**src/rtl/decoder3x8_frame.sv**
```systemverilog
// Registered 3-to-8 decoder that also rebuilds the request vector from a frame of
// descending priority-encoder codes terminated by idle, flagging out-of-order codes.
module decoder3x8_frame #(
   parameter int unsigned CODE_W      = 3,
   parameter bit          CHECK_ORDER = 1'b1
) (
   input  logic                     clk,
   input  logic                     rst_n,
   input  logic                     en,
   input  logic                     in_valid,
   input  logic [CODE_W-1:0]        code,
   input  logic                     idle,
   output logic [(2**CODE_W)-1:0]   onehot,
   output logic [(2**CODE_W)-1:0]   vec,
   output logic                     vec_valid,
   output logic                     order_err,
   output logic [CODE_W:0]          code_cnt
);

   localparam int unsigned OutW = 2**CODE_W;
   localparam int unsigned CntW = CODE_W + 1;

   typedef enum logic [0:0] {
      StWait,
      StCollect
   } state_e;

   state_e              state_q, state_d;
   logic [OutW-1:0]     onehot_q, onehot_d;
   logic [OutW-1:0]     acc_q, acc_d;
   logic [CntW-1:0]     cnt_q, cnt_d;
   logic [CODE_W-1:0]   last_q, last_d;
   logic [OutW-1:0]     vec_q, vec_d;
   logic                vec_valid_q, vec_valid_d;
   logic                order_err_q, order_err_d;
   logic [CntW-1:0]     code_cnt_q, code_cnt_d;

   logic                accept;
   logic                data_acc;
   logic                idle_acc;
   logic [OutW-1:0]     code_dec;
   logic                cnt_full;

   assign accept   = en & in_valid;
   assign data_acc = accept & ~idle;
   assign idle_acc = accept & idle;
   assign code_dec = OutW'(1) << code;
   assign cnt_full = (cnt_q == CntW'(OutW));

   always_comb begin
      state_d     = state_q;
      onehot_d    = onehot_q;
      acc_d       = acc_q;
      cnt_d       = cnt_q;
      last_d      = last_q;
      vec_d       = vec_q;
      vec_valid_d = 1'b0;
      order_err_d = order_err_q;
      code_cnt_d  = code_cnt_q;

      if (data_acc) begin
         onehot_d = code_dec;
      end

      unique case (state_q)
         StWait: begin
            if (data_acc) begin
               acc_d       = code_dec;
               cnt_d       = CntW'(1);
               last_d      = code;
               order_err_d = 1'b0;
               state_d     = StCollect;
            end else if (idle_acc) begin
               // Idle with no preceding codes closes an empty frame.
               vec_d       = '0;
               code_cnt_d  = '0;
               vec_valid_d = 1'b1;
               order_err_d = 1'b0;
            end
         end
         StCollect: begin
            if (!en) begin
               // Abort drops the partial frame; vec keeps the last closed frame.
               acc_d   = '0;
               cnt_d   = '0;
               state_d = StWait;
            end else if (data_acc) begin
               acc_d = acc_q | code_dec;
               if (!cnt_full) begin
                  cnt_d = cnt_q + CntW'(1);
               end
               if (CHECK_ORDER && (code >= last_q)) begin
                  order_err_d = 1'b1;
               end
               last_d = code;
            end else if (idle_acc) begin
               vec_d       = acc_q;
               code_cnt_d  = cnt_q;
               vec_valid_d = 1'b1;
               state_d     = StWait;
            end
         end
         default: state_d = StWait;
      endcase
   end

   always_ff @(posedge clk or negedge rst_n) begin
      if (!rst_n) begin
         state_q     <= StWait;
         onehot_q    <= '0;
         acc_q       <= '0;
         cnt_q       <= '0;
         last_q      <= '0;
         vec_q       <= '0;
         vec_valid_q <= 1'b0;
         order_err_q <= 1'b0;
         code_cnt_q  <= '0;
      end else begin
         state_q     <= state_d;
         onehot_q    <= onehot_d;
         acc_q       <= acc_d;
         cnt_q       <= cnt_d;
         last_q      <= last_d;
         vec_q       <= vec_d;
         vec_valid_q <= vec_valid_d;
         order_err_q <= order_err_d;
         code_cnt_q  <= code_cnt_d;
      end
   end

   assign onehot    = onehot_q;
   assign vec       = vec_q;
   assign vec_valid = vec_valid_q;
   assign order_err = order_err_q;
   assign code_cnt  = code_cnt_q;

endmodule

```
**config.mk**
```make
export PLATFORM = sky130hd
export DESIGN_NAME = decoder3x8_frame
export DESIGN_NICKNAME = d
export VERILOG_FILES = /design/src/rtl/decoder3x8_frame.sv
export SDC_FILE = /design/constraint.sdc
export NUM_CORES = 1
export LEC_CHECK = 0
export CAP_MARGIN = 30
export CORE_MARGIN = 3
export CORE_UTILIZATION = 55
export DETAILED_ROUTE_END_ITERATION = 10
export HOLD_SLACK_MARGIN = 0.08
export MAX_ROUTING_LAYER = met4
export PLACE_DENSITY = 0.79
export SYNTH_ARGS = -nofsm -noshare
export SYNTH_HDL_FRONTEND = slang
export SYNTH_SLANG_ARGS = --single-unit
```
**constraint.sdc**
```tcl
create_clock -name clk -period 2 [get_ports clk]
set_input_delay 0.2 -clock clk [delete_from_list [all_inputs] [get_ports clk]]
set_output_delay 0.2 -clock clk [all_outputs]
set_load 0.01 [all_outputs]
```
==> flow_summary_export.csv <==
group,metric,value,unit
drt,drt-wirelength-per-cell,14.4,um
clock_network,cts_hold_buf,0,
drt,detail-route-antenna-nets,0,
logic_synthesis,synth_area,0.00167,sq mm
pwr,p_int,1.09,mW
die,die_width,61.0,um
logic_synthesis,syn_area_per_cell,10.3,sq um
pwr,netSwitchingFraction,28.0,%
pwr,power_frac_comb,18.3,%
logic_synthesis,async_flop_share,100,%
drt,viasPerCell,5.58,
timing,tightest_slew,464,ps
pwr,power_density,744,mW/mm^2
timing,hold_viol_final,0,
logic_synthesis,synth.ff_latch_count,38,
global_routing,antenna_found_initial,0,
logic_synthesis,ys_seq_area_share,57.1,%
logic_synthesis,synthFlopType,"dfrtp_1",
clock_network,cts-resized-gates,0,
timing,fin_crit_sh,76.6,%
logic_synthesis,synth.most_common_cell,"dfrtp_1",
logic_synthesis,yosysWarnings,0,
drt,finalWirelength,3250,um
global_routing,grt_usage,21.7,%
global_routing,grt_max_degree,39,
drt,vias,1262,
hold_path,hp-class,"input port to async pin",
die,placementRows,19,
placement,dpl.hpwl,2440,um
logic_synthesis,synth_cell_types,31,
logic_synthesis,synth_area_leaders,"dfrtp_1 (57%), nand2_1 (7.7%), a21o_1 (6.8%)",
die,core,0.00283,sq mm
die,die_y,61.0,um
timing,hold_slack,276,ps
timing,post-route-min-period,1530,ps
die,ios,30,
clock_network,cts_tree,"yes",
placement,numPortBuffers,29,
pwr,pwr-share-clk,23.7,%
logic_synthesis,synth_common_cells,"dfrtp_1 (38), nand2_1 (34), a21o_1 (15), o21ai_0 (12), inv_1 (8)",
clock_network,cts_setup_buffers,0,
clock_network,cts_root_buffer,"clkbuf_4",
logic_synthesis,syn_inst,162,
final_layout,insertedDiodeCount,0,
timing,rsz0062_at_grt,"false",
logic_synthesis,synth_top_area_cell,"dfrtp_1",
pwr,seqPwrFrac,57.9,%
logic_synthesis,synth_edf_count,0,
run_status,status,"completed",
global_routing,grt_pass1_vias,1318,
timing,finalMaxSlewViolations,0,
worst_setup_path,start_kind,"flip-flop",
job,maxCapViolCount,0,
clock_network,cts_made_buffers,5,
final_layout,area_delta_synth_final,22.1,%
drt,first_pass_iters,4,
logic_synthesis,syn_nets,175,
drt,first_iter_violations,73,
worst_setup_path,required,2200,ps
clock_network,clock-sinks,38,
timing,finClkSkew,6.55,ps
logic_synthesis,synth_top_area_share,57.1,%
pwr,max-vdd-ir-drop,0.528,mV
pwr,power_switching,425,uW
timing,slew_headroom,69.1,%
worst_setup_path,critPathKind,"flip-flop to flip-flop",
worst_setup_path,reg2reg_depth,6,
timing,fmax,0.652,GHz
global_routing,grt_pass1_wl,5730,um
worst_setup_path,cp-end-kind,"flip-flop",
clock_network,h-tree-depth,2,
die,die_area,0.00373,sq mm
drt,drc,0,
clock_network,clk_pin_slew,110,ps
timing,setup_viol,0,
global_routing,overflow,0,
timing,finalSetupTns,0,ps
worst_setup_path,crit_path_max_fanout,5,
clock_network,clock_latency,330,ps
final_layout,drive_gt1_share,9.23,%
pwr,power.leakage,1.03,nW
placement,gp_congestion,0.895,
final_layout,nets,208,
clock_network,clock_path_buffers,2,
worst_setup_path,arrival,1740,ps
die,initial_utilization,58.9,%
-- sequential cells by signal, indices dropped and copies added, names as in the netlist --
signal,cells
state_q,1
acc_q,8
order_err,1
vec,8
vec_valid,1
code_cnt,4
last_q,3
onehot,8
cnt_q,4
-- area by class of cell --
type                            instances  area (sq um)
Fill cell                             219           793
Multi-Input combinational cell        108           641
Clock buffer                            5          37.5
Clock inverter                          2          10.0
Tap cell                               31          38.8
Timing Repair Buffer                   34           328
Inverter                                8          30.0
Sequential cell                        38           951
-- layout by cell type, fill, tap and decap left out, drive strengths merged, types with 3 or more instances in the layout --
cell	synthesis	routed
a21o	15	15
nand2	36	36
nor2b	3	3
a21oi	5	5
dfrtp	38	38
o21ai	15	15
buf	6	5
clkbuf	2	5
nor2	4	4
ha	5	5
inv	8	8
clkdlybuf4s50	0	29
nor3	5	5
nand3	4	4
-- power by group through the flow --
| stage | Clock, mW | Sequential, mW | Combinational (mW) |
|---|---|---|---|
| after floorplan | 0 | 0.892 | 0.140 |
| after global placement | 0 | 0.887 | 0.271 |
| after detailed placement | 0 | 0.892 | 0.280 |
| after CTS | 0.377 | 0.877 | 0.281 |
| after global routing | 0.416 | 0.884 | 0.313 |
| final | 0.360 | 0.877 | 0.278 |
-- worst max-delay path, stage by stage, from the launching register on --
cell      delay (ps)
dfrtp_1          440
inv_1            130
ha_1             150
nand2_1           50
or3_4            370
a31oi_1          180
a211oi_1          90
-- path summary, 6_finish.rpt --
path | slack (ps) | from | endpoint
max | 470 | cnt_q[1] | cnt_q[2]
min | 280 | rst_n | onehot[5]
max reg2reg | 470 | cnt_q[1] | cnt_q[2]
max in group asynchronous | 1390 | rst_n | vec[6]
min reg2reg | 490 | vec[6] | vec[6]
min in group clk | 490 | vec[6] | vec[6]
-- through the flow --
step	setup WS, ps	instances	power, mW	util [%]	area [sq um]
2_1_floorplan	629	162	1.03	-	1670
3_3_place_gp	235	219	1.16	70.3	1990
3_5_place_dp	161	219	1.17	70.3	1990
4_1_cts	478	226	1.53	72.0	2040
5_1_grt	338	226	1.61	72.0	2040
6_report	467	226	1.51	72.0	2040
-- metal layers --
layer,GRT usage (%),share of wire (%)
met1,27.5,47
met4,8.98,0.61
met3,5.66,4.8
met2,32.9,48
met5,-,0
-- cells by family (layout without fill, tap and decap cells) --
| family | after synthesis | after routing | synth area share, % |
|---|---|---|---|
| buffers and inverters | 16 | 49 | 4.50 |
| adder cells (fa/ha/maj) | 5 | 5 | 3.75 |
| AO/OA/AOI/OAI | 46 | 46 | 18.6 |
| AND/OR/NAND/NOR | 57 | 57 | 16.1 |
| flip-flops | 38 | 38 | 57.1 |
(Power assumes the default switching activity.)
